File: src/rtl/mem_pkg.sv
// Shared types and defaults for the cache-to-memory arbiter.
package mem_pkg;

  localparam int unsigned MEM_WORD_SIZE   = 32;
  localparam int unsigned MEM_LATENCY_DEF = 5;

  typedef enum logic {
    SRC_IC = 1'b0,
    SRC_DC = 1'b1
  } mem_src_t;

  typedef struct packed {
    logic                     valid;
    mem_src_t                 src;
    logic [MEM_WORD_SIZE-1:0] addr;
  } mem_pipe_entry_t;

endpackage

File: src/rtl/mem_arbiter_if.sv
// Cache request/response and main-memory port bundle for mem_arbiter.
interface mem_arbiter_if #(
  parameter int unsigned WORD_SIZE = 32,
  parameter int unsigned LINE_SIZE = 128
);
  logic                 ic_req;
  logic [WORD_SIZE-1:0] ic_req_addr;
  logic                 ic_ready;
  logic                 ic_res;
  logic [WORD_SIZE-1:0] ic_res_addr;
  logic [LINE_SIZE-1:0] ic_res_data;

  logic                 dc_req;
  logic [WORD_SIZE-1:0] dc_req_addr;
  logic                 dc_ready;
  logic                 dc_res;
  logic [WORD_SIZE-1:0] dc_res_addr;
  logic [LINE_SIZE-1:0] dc_res_data;

  logic                 dc_write;
  logic [WORD_SIZE-1:0] dc_write_addr;
  logic [LINE_SIZE-1:0] dc_write_data;
  logic                 dc_write_ready;

  logic                 mem_valid;
  logic                 mem_we;
  logic [WORD_SIZE-1:0] mem_addr;
  logic [LINE_SIZE-1:0] mem_wdata;
  logic [LINE_SIZE-1:0] mem_rdata;

  logic                 overflow_err;

  modport slave (
    input  ic_req, ic_req_addr, dc_req, dc_req_addr,
           dc_write, dc_write_addr, dc_write_data, mem_rdata,
    output ic_ready, ic_res, ic_res_addr, ic_res_data,
           dc_ready, dc_res, dc_res_addr, dc_res_data, dc_write_ready,
           mem_valid, mem_we, mem_addr, mem_wdata, overflow_err
  );

  modport master (
    output ic_req, ic_req_addr, dc_req, dc_req_addr,
           dc_write, dc_write_addr, dc_write_data, mem_rdata,
    input  ic_ready, ic_res, ic_res_addr, ic_res_data,
           dc_ready, dc_res, dc_res_addr, dc_res_data, dc_write_ready,
           mem_valid, mem_we, mem_addr, mem_wdata, overflow_err
  );
endinterface

File: src/rtl/mem_req_fifo.sv
// Small synchronous FIFO holding queued memory requests; caller guards push/pop.
module mem_req_fifo #(
  parameter int unsigned WIDTH = 32,
  parameter int unsigned DEPTH = 2
) (
  input  logic             clk,
  input  logic             rst,
  input  logic             push,
  input  logic [WIDTH-1:0] din,
  input  logic             pop,
  output logic [WIDTH-1:0] dout,
  output logic             full,
  output logic             empty
);
  localparam int unsigned AW = (DEPTH > 1) ? $clog2(DEPTH) : 1;
  localparam int unsigned CW = AW + 1;

  logic [WIDTH-1:0] r_mem [DEPTH];
  logic [AW-1:0]    r_wptr;
  logic [AW-1:0]    r_rptr;
  logic [CW-1:0]    r_count;

  always_ff @(posedge clk or posedge rst) begin
    if (rst) begin
      r_wptr  <= '0;
      r_rptr  <= '0;
      r_count <= '0;
      for (int unsigned i = 0; i < DEPTH; i++) r_mem[i] <= '0;
    end else begin
      if (push) begin
        r_mem[r_wptr] <= din;
        r_wptr        <= r_wptr + 1'b1;
      end
      if (pop) r_rptr <= r_rptr + 1'b1;
      case ({push, pop})
        2'b10:   r_count <= r_count + 1'b1;
        2'b01:   r_count <= r_count - 1'b1;
        default: r_count <= r_count;
      endcase
    end
  end

  assign dout  = r_mem[r_rptr];
  assign full  = (r_count == CW'(DEPTH));
  assign empty = (r_count == '0);

endmodule

File: src/rtl/mem_arbiter.sv
// Arbitrates I-cache refills, D-cache refills and D-cache evictions onto one
// fixed-latency memory port and routes read data back to the requester.
module mem_arbiter
  import mem_pkg::*;
#(
  parameter int unsigned WORD_SIZE   = MEM_WORD_SIZE,
  parameter int unsigned LINE_SIZE   = 128,
  parameter int unsigned MEM_LATENCY = MEM_LATENCY_DEF,
  parameter int unsigned Q_DEPTH     = 2
) (
  input  logic          clk,
  input  logic          rst,
  mem_arbiter_if.slave  bus
);
  localparam int unsigned WQ_W = WORD_SIZE + LINE_SIZE;

  logic                 w_iq_push, w_iq_pop, w_iq_full, w_iq_empty;
  logic                 w_dq_push, w_dq_pop, w_dq_full, w_dq_empty;
  logic                 w_wq_push, w_wq_pop, w_wq_full, w_wq_empty;
  logic [WORD_SIZE-1:0] w_iq_addr, w_dq_addr;
  logic [WQ_W-1:0]      w_wq_head;

  logic                 w_iss_wr, w_iss_rd;
  mem_src_t             w_rd_src;
  logic [WORD_SIZE-1:0] w_rd_addr;
  logic                 r_last_rd;
  logic                 r_overflow_err;

  mem_pipe_entry_t      r_pipe [MEM_LATENCY];
  mem_pipe_entry_t      w_tail;
  logic                 w_ic_res, w_dc_res;

  assign w_iq_push = bus.ic_req   & ~w_iq_full;
  assign w_dq_push = bus.dc_req   & ~w_dq_full;
  assign w_wq_push = bus.dc_write & ~w_wq_full;

  mem_req_fifo #(.WIDTH(WORD_SIZE), .DEPTH(Q_DEPTH)) u_iq (
    .clk(clk), .rst(rst), .push(w_iq_push), .din(bus.ic_req_addr),
    .pop(w_iq_pop), .dout(w_iq_addr), .full(w_iq_full), .empty(w_iq_empty)
  );

  mem_req_fifo #(.WIDTH(WORD_SIZE), .DEPTH(Q_DEPTH)) u_dq (
    .clk(clk), .rst(rst), .push(w_dq_push), .din(bus.dc_req_addr),
    .pop(w_dq_pop), .dout(w_dq_addr), .full(w_dq_full), .empty(w_dq_empty)
  );

  mem_req_fifo #(.WIDTH(WQ_W), .DEPTH(Q_DEPTH)) u_wq (
    .clk(clk), .rst(rst), .push(w_wq_push),
    .din({bus.dc_write_addr, bus.dc_write_data}),
    .pop(w_wq_pop), .dout(w_wq_head), .full(w_wq_full), .empty(w_wq_empty)
  );

  // r_last_rd = 1 means the I-cache was served last, so the D-cache wins a tie.
  always_comb begin
    w_iss_wr = ~w_wq_empty;
    w_iss_rd = w_wq_empty & (~w_iq_empty | ~w_dq_empty);
    if (~w_iq_empty & ~w_dq_empty) w_rd_src = r_last_rd ? SRC_DC : SRC_IC;
    else if (~w_dq_empty)          w_rd_src = SRC_DC;
    else                           w_rd_src = SRC_IC;
    w_rd_addr = (w_rd_src == SRC_DC) ? w_dq_addr : w_iq_addr;
    w_wq_pop  = w_iss_wr;
    w_iq_pop  = w_iss_rd & (w_rd_src == SRC_IC);
    w_dq_pop  = w_iss_rd & (w_rd_src == SRC_DC);
  end

  always_ff @(posedge clk or posedge rst) begin
    if (rst) begin
      r_last_rd      <= 1'b1;
      r_overflow_err <= 1'b0;
    end else begin
      if (w_iss_rd) r_last_rd <= (w_rd_src == SRC_IC);
      if ((bus.ic_req & w_iq_full) | (bus.dc_req & w_dq_full) |
          (bus.dc_write & w_wq_full))
        r_overflow_err <= 1'b1;
    end
  end

  always_ff @(posedge clk or posedge rst) begin
    if (rst) begin
      for (int unsigned i = 0; i < MEM_LATENCY; i++) r_pipe[i] <= '0;
    end else begin
      r_pipe[0] <= '{valid: w_iss_rd, src: w_rd_src,
                     addr: MEM_WORD_SIZE'(w_rd_addr)};
      for (int unsigned i = 1; i < MEM_LATENCY; i++) r_pipe[i] <= r_pipe[i-1];
    end
  end

  assign w_tail   = r_pipe[MEM_LATENCY-1];
  assign w_ic_res = w_tail.valid & (w_tail.src == SRC_IC);
  assign w_dc_res = w_tail.valid & (w_tail.src == SRC_DC);

  assign bus.ic_ready       = ~w_iq_full;
  assign bus.dc_ready       = ~w_dq_full;
  assign bus.dc_write_ready = ~w_wq_full;
  assign bus.overflow_err   = r_overflow_err;

  assign bus.mem_valid = w_iss_wr | w_iss_rd;
  assign bus.mem_we    = w_iss_wr;
  assign bus.mem_addr  = w_iss_wr ? w_wq_head[WQ_W-1:LINE_SIZE] :
                         (w_iss_rd ? w_rd_addr : '0);
  assign bus.mem_wdata = w_iss_wr ? w_wq_head[LINE_SIZE-1:0] : '0;

  assign bus.ic_res      = w_ic_res;
  assign bus.ic_res_addr = w_ic_res ? WORD_SIZE'(w_tail.addr) : '0;
  assign bus.ic_res_data = w_ic_res ? bus.mem_rdata : '0;
  assign bus.dc_res      = w_dc_res;
  assign bus.dc_res_addr = w_dc_res ? WORD_SIZE'(w_tail.addr) : '0;
  assign bus.dc_res_data = w_dc_res ? bus.mem_rdata : '0;

endmodule
File: src/flat_wrapper.sv
// flat-port wrapper written by rule: the top's interface ports become plain ports
module mem_arbiter_flat import mem_pkg::*;
#(
  parameter int unsigned WORD_SIZE   = MEM_WORD_SIZE,
  parameter int unsigned LINE_SIZE   = 128,
  parameter int unsigned MEM_LATENCY = MEM_LATENCY_DEF,
  parameter int unsigned Q_DEPTH     = 2
)
  (clk, rst, bus_ic_req, bus_ic_req_addr, bus_dc_req, bus_dc_req_addr, bus_dc_write, bus_dc_write_addr, bus_dc_write_data, bus_mem_rdata, bus_ic_ready, bus_ic_res, bus_ic_res_addr, bus_ic_res_data, bus_dc_ready, bus_dc_res, bus_dc_res_addr, bus_dc_res_data, bus_dc_write_ready, bus_mem_valid, bus_mem_we, bus_mem_addr, bus_mem_wdata, bus_overflow_err);
  mem_arbiter_if #(.WORD_SIZE(WORD_SIZE), .LINE_SIZE(LINE_SIZE)) bus_i ();
  input  logic clk;
  input  logic rst;
  input wire logic [$bits(bus_i.ic_req)-1:0] bus_ic_req;
  input wire logic [$bits(bus_i.ic_req_addr)-1:0] bus_ic_req_addr;
  input wire logic [$bits(bus_i.dc_req)-1:0] bus_dc_req;
  input wire logic [$bits(bus_i.dc_req_addr)-1:0] bus_dc_req_addr;
  input wire logic [$bits(bus_i.dc_write)-1:0] bus_dc_write;
  input wire logic [$bits(bus_i.dc_write_addr)-1:0] bus_dc_write_addr;
  input wire logic [$bits(bus_i.dc_write_data)-1:0] bus_dc_write_data;
  input wire logic [$bits(bus_i.mem_rdata)-1:0] bus_mem_rdata;
  output wire logic [$bits(bus_i.ic_ready)-1:0] bus_ic_ready;
  output wire logic [$bits(bus_i.ic_res)-1:0] bus_ic_res;
  output wire logic [$bits(bus_i.ic_res_addr)-1:0] bus_ic_res_addr;
  output wire logic [$bits(bus_i.ic_res_data)-1:0] bus_ic_res_data;
  output wire logic [$bits(bus_i.dc_ready)-1:0] bus_dc_ready;
  output wire logic [$bits(bus_i.dc_res)-1:0] bus_dc_res;
  output wire logic [$bits(bus_i.dc_res_addr)-1:0] bus_dc_res_addr;
  output wire logic [$bits(bus_i.dc_res_data)-1:0] bus_dc_res_data;
  output wire logic [$bits(bus_i.dc_write_ready)-1:0] bus_dc_write_ready;
  output wire logic [$bits(bus_i.mem_valid)-1:0] bus_mem_valid;
  output wire logic [$bits(bus_i.mem_we)-1:0] bus_mem_we;
  output wire logic [$bits(bus_i.mem_addr)-1:0] bus_mem_addr;
  output wire logic [$bits(bus_i.mem_wdata)-1:0] bus_mem_wdata;
  output wire logic [$bits(bus_i.overflow_err)-1:0] bus_overflow_err;
  assign bus_i.ic_req = bus_ic_req;
  assign bus_i.ic_req_addr = bus_ic_req_addr;
  assign bus_i.dc_req = bus_dc_req;
  assign bus_i.dc_req_addr = bus_dc_req_addr;
  assign bus_i.dc_write = bus_dc_write;
  assign bus_i.dc_write_addr = bus_dc_write_addr;
  assign bus_i.dc_write_data = bus_dc_write_data;
  assign bus_i.mem_rdata = bus_mem_rdata;
  assign bus_ic_ready = bus_i.ic_ready;
  assign bus_ic_res = bus_i.ic_res;
  assign bus_ic_res_addr = bus_i.ic_res_addr;
  assign bus_ic_res_data = bus_i.ic_res_data;
  assign bus_dc_ready = bus_i.dc_ready;
  assign bus_dc_res = bus_i.dc_res;
  assign bus_dc_res_addr = bus_i.dc_res_addr;
  assign bus_dc_res_data = bus_i.dc_res_data;
  assign bus_dc_write_ready = bus_i.dc_write_ready;
  assign bus_mem_valid = bus_i.mem_valid;
  assign bus_mem_we = bus_i.mem_we;
  assign bus_mem_addr = bus_i.mem_addr;
  assign bus_mem_wdata = bus_i.mem_wdata;
  assign bus_overflow_err = bus_i.overflow_err;
  mem_arbiter #(.WORD_SIZE(WORD_SIZE), .LINE_SIZE(LINE_SIZE), .MEM_LATENCY(MEM_LATENCY), .Q_DEPTH(Q_DEPTH)) u_core (.clk(clk), .rst(rst), .bus(bus_i));
endmodule
File: config.mk
export PLATFORM = sky130hd
export DESIGN_NAME = mem_arbiter_flat
export DESIGN_NICKNAME = d
export VERILOG_FILES = /design/src/rtl/mem_pkg.sv /design/src/rtl/mem_arbiter_if.sv /design/src/rtl/mem_req_fifo.sv /design/src/rtl/mem_arbiter.sv /design/src/flat_wrapper.sv
export SDC_FILE = /design/constraint.sdc
export NUM_CORES = 1
export LEC_CHECK = 0
export BUFFER_PORTS_ARGS = -buffer_cell sky130_fd_sc_hd__buf_2
export CELL_PAD_IN_SITES_DETAIL_PLACEMENT = 0
export CELL_PAD_IN_SITES_GLOBAL_PLACEMENT = 2
export CORE_MARGIN = 5
export CORE_UTILIZATION = 25
export CTS_CLUSTER_DIAMETER = 100
export DETAILED_ROUTE_END_ITERATION = 7
export PLACE_DENSITY = 0.68
export SETUP_SLACK_MARGIN = 0.05
export SLEW_MARGIN = 20
export SYNTH_ARGS = -nofsm -noshare
export SYNTH_HDL_FRONTEND = slang
export SYNTH_SLANG_ARGS = --single-unit
File: constraint.sdc
create_clock -name clk -period 45.9 [get_ports clk]
set_input_delay 6.885 -clock clk [delete_from_list [all_inputs] [get_ports clk]]
set_output_delay 6.885 -clock clk [all_outputs]
set_load 0.02 [all_outputs]
# --- Word level (Yosys, flattened, before mapping) ---
# Cells that the tools add are included.
word_totals:
  regBits: 632
  in_bits: 357
  output_inout_bits: 488
op_classes:
  add_sub_neg: 12
  order_cmp: 9
  n_eq_ne: 9
  mux: 32
  n_bitwise: 30
  reduce_logical: 9
ops:
  columns: ["op", "n"]
  rows:
  - ["2-to-1 mux 160 bit", 4]
  - ["2-to-1 mux 32 bit", 13]
  - ["2-to-1 mux 128 bit", 3]
  - ["bitwise mux 320 bit", 1]
  - ["demux 160 bit (select 1 bit)", 1]
  - ["bitwise mux 64 bit", 2]
  - ["demux 32 bit (select 1 bit)", 2]
  - ["AND 1 bit", 12]
  - ["== test 2 bit, second input constant", 6]
  - ["greater-or-equal comparator 2 bit, second input constant", 6]
  - ["inverter 1 -> 2 bit", 6]
  - ["case mux 2 bit (2 select lines)", 3]
  - ["inverter 1 bit", 8]
  - ["adder 1 bit, second input constant", 6]
  - ["adder 2 x 1 -> 2 bit, second input constant", 3]
  - ["== test 2 x 1 -> 1 bit, second input constant", 3]
  - ["zero test 2 bit", 3]
  - ["< comparator 2 x 1 -> 1 bit, second input constant", 3]
  - ["nonzero test 2 bit", 3]
  - ["subtractor 2 x 1 -> 2 bit, second input constant", 3]
  - ["bitwise OR 1 bit", 4]
  - ["logical AND 1 bit", 3]
  - ["2-to-1 mux 1 bit", 3]

# --- Logic depth before layout (Yosys ltp) ---
# Gate-level depths: netlist (run 1).
logic_depth:
  ltp_word: 8
  depth_mapped: 9
  mapped_depth_nobuf: 7

# --- Cells and area by module ---
# Synthesis (run 1) repeated with hierarchy kept, for this count alone.
hier_totals:
  hier_cells: 2027
  hier_area_um2: 28447.3
by_module_without_submodules:
  columns: ["module", "instances", "cells_per_inst", "area_each_um2"]
  rows:
  - ["mem_req_fifo (u_core.u_wq)", 1, 869, 13960.9]
  - ["mem_arbiter", 1, 782, 8303.0]
  - ["mem_req_fifo (u_core.u_dq ...)", 2, 188, 3091.7]

# --- Worst setup path after synthesis (run 1) ---
# OpenSTA, ideal clock, no wires.
synth_timing:
  kind: "input to output"
  from: "in bus_mem_rdata[127]"
  to: "out bus_dc_res_data[127]"
  t_arrival_ns: 7.138
  t_required_ns: 39.015
  setup_slack_ns: 31.877
  path_stages: 1
  path_buffers: 0
  path_cell_list: "and3_1"
synth_between:
  elab_chain_cells: 1
synth_lines:
  columns: ["item", "line_no", "text"]
  rows:
  - ["start, declared", "flat_wrapper.sv:20", "input wire logic [$bits(bus_i.mem_rdata)-1:0] bus_mem_rdata;"]
  - ["2-to-1 mux 128 bit", "mem_arbiter.sv:108", "assign bus.dc_res_data = w_dc_res ? bus.mem_rdata : '0;"]
  - ["end, declared", "flat_wrapper.sv:28", "output wire logic [$bits(bus_i.dc_res_data)-1:0] bus_dc_res_data;"]
# No other way between the ends.

# --- Worst setup path after layout (run 1) ---
layout_timing:
  from: "in bus_mem_rdata[95]"
  to: "out bus_ic_res_data[95]"
layout_between:
  elab_chain_cells: 1
layout_lines:
  columns: ["item", "line_no", "text"]
  rows:
  - ["2-to-1 mux 128 bit", "mem_arbiter.sv:105", "assign bus.ic_res_data = w_ic_res ? bus.mem_rdata : '0;"]
  - ["end, declared", "flat_wrapper.sv:24", "output wire logic [$bits(bus_i.ic_res_data)-1:0] bus_ic_res_data;"]
# No other way between the ends.

==> results of run 1 <==
==> metrics by stage <==
step	instance area, um^2	cells	util	power (mW)
2_1_floorplan	27600	2096	-	1.88
3_3_place_gp	33300	4294	0.302	2.39
3_5_place_dp	33300	4294	0.302	2.40
4_1_cts	36000	4432	0.327	3.07
5_1_grt	36100	4442	0.327	3.19
6_report	36100	4456	0.328	3.01
==> cell families after synthesis <==
logic type / count (synthesis) / share of synthesized area
adders and majority gates: 3 / 0.00136
xor gates and xnor gates: 15 / 0.00475
buffers and inverters: 166 / 0.0291
DFF: 632 / 0.572
muxes: 672 / 0.265
AOI/OAI and AO/OA: 71 / 0.0193
and+or+nand+nor: 537 / 0.108
==> worst max-delay path by stage <==
stage | slack [ns] | to | depth (start not counted)
4_1_cts | 31.50 | bus_dc_res_data[59] | 3
3_5_place_dp | 31.50 | bus_dc_res_data[59] | 3
5_1_grt | 31.53 | bus_dc_res_data[59] | 3
6_report | 31.53 | bus_ic_res_data[95] | 3
2_1_floorplan | 21.31 | u_core.bus.overflow_err | 1
3_3_place_gp | 31.48 | bus_dc_res_data[59] | 3
==> state kept, by name, summed over array words and instances, names as in the netlist, 2 cells and up <==
signal and count:
u_core.u_dq.r_mem 64, u_core.u_iq.r_mem 64, u_core.r_pipe 170, u_core.u_iq.r_count 2, u_core.u_wq.r_count 2, u_core.u_wq.r_mem 320
u_core.u_dq.r_count 2
==> power breakdown <==
part	switching, mW	total [mW]	internal (mW)
registers	0.162	1.01	0.847
clock network	0.250	0.652	0.402
logic	0.812	1.35	0.541
==> metal layers <==
metal  wire length (um)  vias up  GRT usage  part of all wire
li1                   -     8927          -                 -
met5                264        -          0            0.0023
met1              48700    10100      0.241              0.42
met2              55800      626      0.317              0.48
met3               7540      220     0.0501             0.065
met4               3610       42     0.0616             0.031
==> layout make-up <==
cell class | instances | area [um^2] | area share
multi-input combinational | 1298 | 11100 | 0.307
tap | 1488 | 1860 | 0.0516
timing repair buffer | 871 | 4500 | 0.125
clock buffer | 104 | 2170 | 0.0601
clock inverter | 34 | 566 | 0.0157
antenna | 23 | 57.6 | 0.00159
sequential | 632 | 15800 | 0.438
inverter | 6 | 30.0 | 0.000832
==> placed cells by master, fill, tap and decap left out, types with 2 or more instances in the layout <==
| cell | Yosys | final |
|---|---|---|
| mux2_1 | 100 | 100 |
| clkinv_16 | 0 | 2 |
| clkinvlp_4 | 0 | 3 |
| and3_1 | 160 | 160 |
| nand2_1 | 4 | 4 |
| buf_12 | 0 | 4 |
| diode_2 | 0 | 23 |
| and2_1 | 193 | 193 |
| buf_4 | 11 | 22 |
| ha_1 | 3 | 3 |
| inv_1 | 5 | 4 |
| mux2i_1 | 192 | 192 |
| nand3_2 | 1 | 2 |
| nor2_1 | 135 | 133 |
| buf_2 | 53 | 844 |
| xnor2_1 | 11 | 11 |
| nor2_4 | 0 | 2 |
| clkbuf_16 | 0 | 78 |
| nor2b_1 | 3 | 2 |
| dfrtp_4 | 0 | 3 |
| nor3b_4 | 0 | 3 |
| dfrtp_2 | 0 | 2 |
| inv_6 | 0 | 3 |
| clkinv_4 | 0 | 4 |
| clkinv_2 | 0 | 9 |
| a32o_1 | 32 | 32 |
| xor2_1 | 4 | 4 |
| o21ai_0 | 32 | 32 |
| clkbuf_8 | 0 | 12 |
| nand3_1 | 36 | 34 |
| dfrtp_1 | 631 | 626 |
| clkbuf_1 | 86 | 14 |
| bufinv_16 | 0 | 12 |
| mux2_2 | 380 | 380 |
==> qor.csv, run 1 <==
stage,metric,value,unit
die,Die Span X,343,um
yosys,top-area cell type share of the netlist area,0.571,
worst_setup_path,worst reg2reg setup slack,43.22,ns
yosys,mapped cell area,0.0276,mm^2
power_and_ir_drop,Pleak,17.9,nW
sta,min Tclk post-route,14.37,ns
worst_setup_path,Crit Reg-Reg Endpoint,u_core.u_wq.r_mem[15],
yosys,Yosys reg bits,632,
worst_setup_path,reg2reg start,u_core.u_wq.r_count[0],
global_route,GRT Util Overall,0.190,
clocking,TritonCTS clock tree,done,
clocking,clk sinks,632,
sta,final setup TNS,0,ns
sta,Worst Tran Pin Value,1.22,ns
clocking,"Gates resized, CTS repair",0,
drt,drt first-iter violations,1011,
clocking,clock latency on the worst-skew pair,0.64,ns
sta,fin crit share,0.313,
sta,Slew Limit Fails,0,
flow_run,max-cap check violation count,0,
die,Core Area,0.110,mm^2
power_and_ir_drop,PD cells,83.4,mW/mm^2
worst_setup_path,crit path max fanout,2,
sta,Clock Skew,0.0330,ns
placement,pre-CTS setup slack,31.50,ns
worst_setup_path,Crit path largest cell delay,0.22,ns
worst_setup_path,Critical path buffers and inverters,2,
worst_setup_path,CP Class,in2out,
global_route,number of global-route vias before repair,20400,
yosys,number of synthesized flops with an enable pin,0,
clocking,clock root cell,clkbuf_16,
yosys,Ys Warns,0,
yosys,Synth Area per Inst,13.2,um^2
global_route,first-pass GRT wire length,160000,um
worst_hold_path,HP Class,reg2reg,
yosys,Post-Synthesis Cells,2096,
global_route,largest net degree at the start of global routing,162,
clocking,setup bufs post-CTS,0,
worst_setup_path,arrival time worst endpoint,7.48,ns
yosys,Synth area leaders,"dfrtp_1, mux2_2, mux2i_1",
sta,Fmax,69.6,MHz
die,Site Rows,122,
sta,WHS,0.339,ns
yosys,fraction of registers with async set/reset,1.00,
clocking,CTS H-Tree Depth,3,
die,initial core utilization,0.251,
final_layout,P&R area growth vs syn,30.6,%
drt,post-route ant nets,0,
final_layout,layout cells sized above 1,0.474,
sta,RSZ-0062 raised after global routing,false,
drt,drt total wl,116000,um
power_and_ir_drop,Peak supply drop,0.0000593,V
drt,Routed wire per std cell,26.0,um
global_route,initial antenna violation count,92,
global_route,GRT overflow,0,
sta,endpoints failing hold,0,
die,Ports,845,
sta,Slew HR,0.189,
yosys,Synth area leader,dfrtp_1,
clocking,CTS buffer count,78,
yosys,Yosys cell types,33,
worst_hold_path,Hold Path End,u_core.r_pipe[45],
yosys,"count leader, synth",dfrtp_1,
worst_hold_path,Hold Crit Depth,0,
die,Die Ht,343,um
yosys,Post-synth top cells,"dfrtp_1, mux2_2, and2_1",
drt,DR vias,19900,
yosys,Synth Net Count,2456,
run_status,status,"finished, final reports clean",
clocking,hold_buf cts,0,
worst_setup_path,crit-path cells,"buf_2, and2_1, buf_2",
worst_setup_path,worst endpoint required time,39.01,ns
clocking,clock slew at reported path FFs,0.06,ns
drt,drt via density,4.46,
drt,First-pass DRT Iterations,4,
sta,final worst slack,31.53,ns
worst_setup_path,CP top delay family,buffers and inverters,
drt,Post-route DRC,0,
clocking,clk buf depth,3,
worst_setup_path,critical path's most frequent cell,buf_2,
worst_setup_path,crit path launch,bus_mem_rdata[95],
placement,port buffer count,844,
worst_setup_path,crit path launch type,primary input,
placement,hpwl dp,86400,um
final_layout,fill cell count,11500,
yosys,"Seq/Total Area, Yosys",0.572,
final_layout,# nets final,3247,
worst_setup_path,CP max stage cell,buf_2,
placement,Placer Congestion,0.951,
worst_setup_path,critical path endpoint category,output port,
sta,Final setup viols,0,
die,die footprint,0.117,mm^2
yosys,top_reg_cell synth,dfrtp_1,
worst_hold_path,Hold Crit Start,u_core.r_pipe[79],
worst_setup_path,Worst R2R Path Depth,5,
Power figures use the tool's default switching activity.
==> run 2, diff against run 1 <==
PLACE_DENSITY = 0.7   (was 0.68)
clock period = 12.75 ns   (was 45.9 ns; I/O delays follow)
==> run 2 against run 1 <==
Effect of this change:
- total power increased to 3.6 times the previous value
- die area unchanged
- global-route usage increased by 0.35 points
- count of clock-buffer cells in the layout increased by 4
- sequential share of layout area increased by 0.14 points
- cell area decreased by 0.32%
- first-iteration DRC count increased by 6.1%
==> qor.csv, run 2 (same netlist as run 1, synthesis figures left out) <==
stage,metric,value,unit
final_layout,P&R area growth vs syn,30.2,%
worst_setup_path,crit path max fanout,116,
worst_setup_path,worst reg2reg setup slack,9.04,ns
die,die footprint,0.117,mm^2
global_route,largest net degree at the start of global routing,174,
worst_setup_path,arrival time worst endpoint,3.58,ns
power_and_ir_drop,internal power,6.29,mW
clocking,"Gates resized, CTS repair",0,
worst_setup_path,Worst R2R Path Depth,6,
worst_setup_path,CP Class,reg2out,
die,Die Ht,343,um
worst_setup_path,critical path endpoint category,output port,
clocking,setup bufs post-CTS,0,
die,Ports,845,
global_route,first-pass GRT wire length,162000,um
sta,Fmax,182,MHz
final_layout,"commonest non-fill, non-tap cell in the layout",buf_2,
worst_hold_path,Hold Crit Depth,0,
sta,min Tclk post-route,5.49,ns
clocking,CTS H-Tree Depth,3,
final_layout,max reg flops,320,
worst_hold_path,HP Class,reg2reg,
die,initial core utilization,0.251,
final_layout,layout cells sized above 1,0.476,
drt,drt first-iter violations,1073,
clocking,clk sinks,632,
power_and_ir_drop,Sw Ratio,0.415,
run_status,status,"finished, final reports clean",
global_route,GRT Util Overall,0.193,
drt,Post-route DRC,0,
clocking,CTS buffer count,76,
power_and_ir_drop,PD cells,299,mW/mm^2
clocking,clock root cell,clkbuf_16,
worst_setup_path,reg2reg start,u_core.u_wq.r_count[1],
final_layout,"commonest cells after routing, fill and taps aside","buf_2, dfrtp_1, mux2_2",
worst_hold_path,Hold Crit Start,u_core.r_pipe[49],
sta,Worst Tran Pin Value,1.11,ns
power_and_ir_drop,Pleak,17.8,nW
sta,Slew Limit Fails,0,
sta,final setup TNS,0,ns
worst_hold_path,Hold Path End,u_core.r_pipe[15],
die,Die Span X,343,um
placement,Placer Congestion,0.888,
power_and_ir_drop,Logic pwr share,0.456,
drt,Routed wire per std cell,26.5,um
final_layout,largest register by flop count,u_core.u_wq.r_mem,
sta,RSZ-0062 raised after global routing,false,
sta,Final setup viols,0,
drt,drt total wl,118000,um
clocking,clock latency on the worst-skew pair,0.64,ns
final_layout,top flop regs,"u_core.u_wq.r_mem x320, u_core.r_pipe x170",
power_and_ir_drop,register share of total power,0.337,
placement,hpwl dp,90800,um
worst_setup_path,worst endpoint required time,10.84,ns
clocking,TritonCTS clock tree,done,
power_and_ir_drop,Clk pwr share,0.207,
drt,drt via density,4.48,
sta,fin crit share,0.431,
drt,post-route ant nets,0,
final_layout,# nets final,3244,
sta,WHS,0.334,ns
drt,First-pass DRT Iterations,4,
flow_run,max-cap check violation count,0,
power_and_ir_drop,Switching Power,4.46,mW
die,Site Rows,122,
global_route,number of global-route vias before repair,20400,
die,Core Area,0.110,mm^2
global_route,GRT overflow,0,
worst_setup_path,crit path launch type,register,
power_and_ir_drop,Peak supply drop,0.000134,V
placement,port buffer count,844,
clocking,hold_buf cts,0,
global_route,initial antenna violation count,94,
sta,Clock Skew,0.0305,ns
drt,DR vias,20000,
sta,Slew HR,0.263,
sta,endpoints failing hold,0,
clocking,clk buf depth,3,
final_layout,fill cell count,11300,
worst_setup_path,Crit Reg-Reg Endpoint,u_core.u_wq.r_mem[57],
clocking,clock slew at reported path FFs,0.06,ns
==> run 2: metrics by stage <==
step                      total power, mW  setup slack, ns   util  instance area, um^2  cells
after floorplan                      6.76             2.21      -                27600   2096
after global placement               8.59             7.69  0.302                33300   4293
after detailed placement             8.65             7.78  0.302                33300   4294
after CTS                            10.9             7.10  0.326                35900   4434
after global routing                 11.4             6.91  0.326                35900   4439
final                                10.8             7.26  0.327                36000   4459
==> run 2: worst max path at each step <==
stage,end,slack [ns],startpoint
after floorplan,u_core.bus.overflow_err,2.21,rst
after global routing,bus_ic_res_data[91],6.91,u_core.r_pipe[33]
after CTS,bus_mem_wdata[67],7.10,u_core.u_wq.r_rptr
after global placement,bus_ic_res_data[7],7.69,u_core.r_pipe[33]
final,bus_ic_res_data[90],7.26,u_core.r_pipe[33]
after detailed placement,u_core.u_wq.r_mem[54],7.78,bus_dc_write
==> run 2: power by group through the flow <==
stage                     clock network [mW]  registers, mW  logic (mW)
after floorplan                            0           3.40        3.36
after global placement                     0           3.63        4.97
after detailed placement                   0           3.66        5.00
after CTS                               2.30           3.63        5.01
after global routing                    2.38           3.75        5.26
final                                   2.22           3.62        4.91
==> run 2: metal layers <==
layer	wire (um)	vias to the layer above	global-route usage
met5	240	-	0
met4	3070	34	0.0472
li1	-	8923	-
met3	8400	193	0.0496
met1	50200	10200	0.251
met2	56200	644	0.325
==> run 2: cell type report <==
class	count	area (um^2)	area share
antenna	25	62.6	0.00174
inverter	6	26.3	0.000730
clock buffer	108	2230	0.0620
tap	1488	1860	0.0517
sequential	632	15800	0.440
clock inverter	32	395	0.0110
timing repair buffer	870	4490	0.125
multi-input combinational	1298	11100	0.308
==> run 2: worst max-delay path: stages (launching register included) <==
cell and delay (ns):
dfrtp_4 0.82, nor2b_4 0.67, buf_16 0.24, buf_4 0.70, and2_1 0.24, buf_2 0.16
==> run 3, diff against run 2 <==
PLACE_DENSITY = 0.68   (was 0.7)
clock period = 5.1 ns   (was 12.75 ns; I/O delays follow)
==> run 3 against run 2 <==
Effect of this change:
- sequential share of layout area increased by 0.057 points
- cell area is 0.11% lower
- via count shrank 0.25%
- largest cell class unchanged
==> qor.csv, run 3 (same netlist as run 1, synthesis figures left out) <==
stage,metric,value,unit
run_status,status,"finished, final reports clean",
global_route,met2 Usage GRT,0.312,
worst_setup_path,worst endpoint required time,4.34,ns
final_layout,layout cells sized above 1,0.473,
drt,drt via density,4.48,
global_route,GRT Max-Usage Layer,met2,
sta,final worst slack,1.17,ns
power_and_ir_drop,PD cells,738,mW/mm^2
sta,endpoints failing hold,0,
placement,Area after DPL,0.0335,mm^2
global_route,met3 GRT Util,0.0426,
final_layout,top flop regs,"u_core.u_wq.r_mem x320, u_core.r_pipe x170",
die,die footprint,0.117,mm^2
die,Core Area,0.110,mm^2
global_route,GRT Util Overall,0.188,
clocking,CTS buffer count,75,
global_route,GRT overflow,0,
sta,Clock Skew,0.0206,ns
clocking,CTS H-Tree Depth,3,
worst_setup_path,critical path endpoint category,output port,
sta,Worst Tran Pin Value,1.10,ns
drt,First-pass DRT Iterations,5,
sta,RSZ-0062 raised after global routing,false,
die,Site Rows,122,
drt,drt first-iter violations,985,
die,Ports,845,
worst_setup_path,CP Class,reg2out,
sta,final setup TNS,0,ns
sta,min Tclk post-route,3.93,ns
worst_setup_path,crit path launch type,register,
placement,port buffer count,844,
drt,post-route ant nets,0,
power_and_ir_drop,Tot Pwr,26.5,mW
final_layout,# nets final,3251,
clocking,clk sinks,632,
clocking,setup bufs post-CTS,0,
die,Die Span X,343,um
placement,Placer Congestion,0.894,
clocking,"Gates resized, CTS repair",0,
worst_hold_path,HP Class,in2async,
sta,Slew Limit Fails,0,
final_layout,final instance area,0.0360,mm^2
worst_setup_path,reg2reg start,u_core.u_wq.r_count[0],
sta,WHS,0.236,ns
clocking,TritonCTS clock tree,done,
power_and_ir_drop,Peak supply drop,0.000439,V
flow_run,max-cap check violation count,0,
die,Die Ht,343,um
worst_setup_path,crit path max fanout,36,
final_layout,"commonest non-fill, non-tap cell in the layout",buf_2,
drt,drt total wl,114000,um
placement,hpwl dp,87700,um
sta,Slew HR,0.263,
sta,Final setup viols,0,
worst_setup_path,arrival time worst endpoint,3.17,ns
drt,DR vias,19900,
die,initial core utilization,0.251,
worst_setup_path,crit path launch,u_core.u_wq.r_count[0],
global_route,number of global-route vias before repair,20300,
final_layout,"commonest cells after routing, fill and taps aside","buf_2, dfrtp_1, mux2_2",
sta,Fmax,254,MHz
final_layout,max reg flops,320,
placement,pre-CTS setup slack,1.84,ns
global_route,largest net degree at the start of global routing,164,
clocking,clk buf depth,3,
clocking,clock root cell,clkbuf_16,
power_and_ir_drop,Pleak,17.9,nW
clocking,clock slew at reported path FFs,0.06,ns
final_layout,P&R area growth vs syn,30.1,%
clocking,hold_buf cts,0,
final_layout,largest register by flop count,u_core.u_wq.r_mem,
sta,fin crit share,0.771,
clocking,clock latency on the worst-skew pair,0.62,ns
drt,Post-route DRC,0,
global_route,grt met1 use,0.251,
global_route,first-pass GRT wire length,158000,um
global_route,initial antenna violation count,94,
drt,Routed wire per std cell,25.6,um
run 3: changes by cell type in the layout (fill, tap and decap cells not counted), sizes merged:
| cell | change |
|---|---|
| clkinvlp | -6 |
| clkbuf | +3 |
| buf | +8 |
| diode | -5 |
| clkinv | -6 |
| inv | -1 |
run 3: cell type report:
type / instances / area, um^2
Fill cell: 11400 / 74300
Clock buffer: 111 / 2210
Timing Repair Buffer: 878 / 4650
Inverter: 6 / 26.3
Tap cell: 1488 / 1860
Clock inverter: 19 / 221
Sequential cell: 632 / 15800
Multi-Input combinational cell: 1298 / 11100
Antenna cell: 20 / 50.0
run 3: path summary, 6_finish.rpt:
kind	end	cells past startpoint	slack, ns
max reg2reg	u_core.u_wq.r_mem[78]	5	2.60
min in group clk	u_core.r_pipe[87]	0	0.34
max in group asynchronous	u_core.r_pipe[33]	3	3.50
min	u_core.u_wq.r_mem[146]	2	0.24
max	bus_mem_addr[29]	6	1.17
min reg2reg	u_core.r_pipe[87]	0	0.34
run 3: through the flow:
stage,std cells,utilization
floorplan,2096,-
global placement,4301,0.303
detailed placement,4302,0.304
CTS,4432,0.326
finish,4452,0.326
global route,4440,0.326
run 3: routing by layer:
metal  wire, um  vias up  share of wire
li1           -     8933              -
met1      49800    10100           0.44
met2      54400      639           0.48
met3       6840      198          0.060
met4       2720       32          0.024
met5        218        -         0.0019
run 3: critical path: stages (launching register included):
cell     delay [ns]
dfrtp_1        0.46
nor2_4         0.13
inv_2          0.32
a21oi_4        0.71
buf_16         0.23
a32o_1         0.44
buf_2          0.25
run 3: power breakdown:
part | internal (mW) | leakage [nW] | switching, mW
logic | 4.92 | 9.26 | 7.21
registers | 7.62 | 7.39 | 1.51
clock network | 3.16 | 1.20 | 2.12
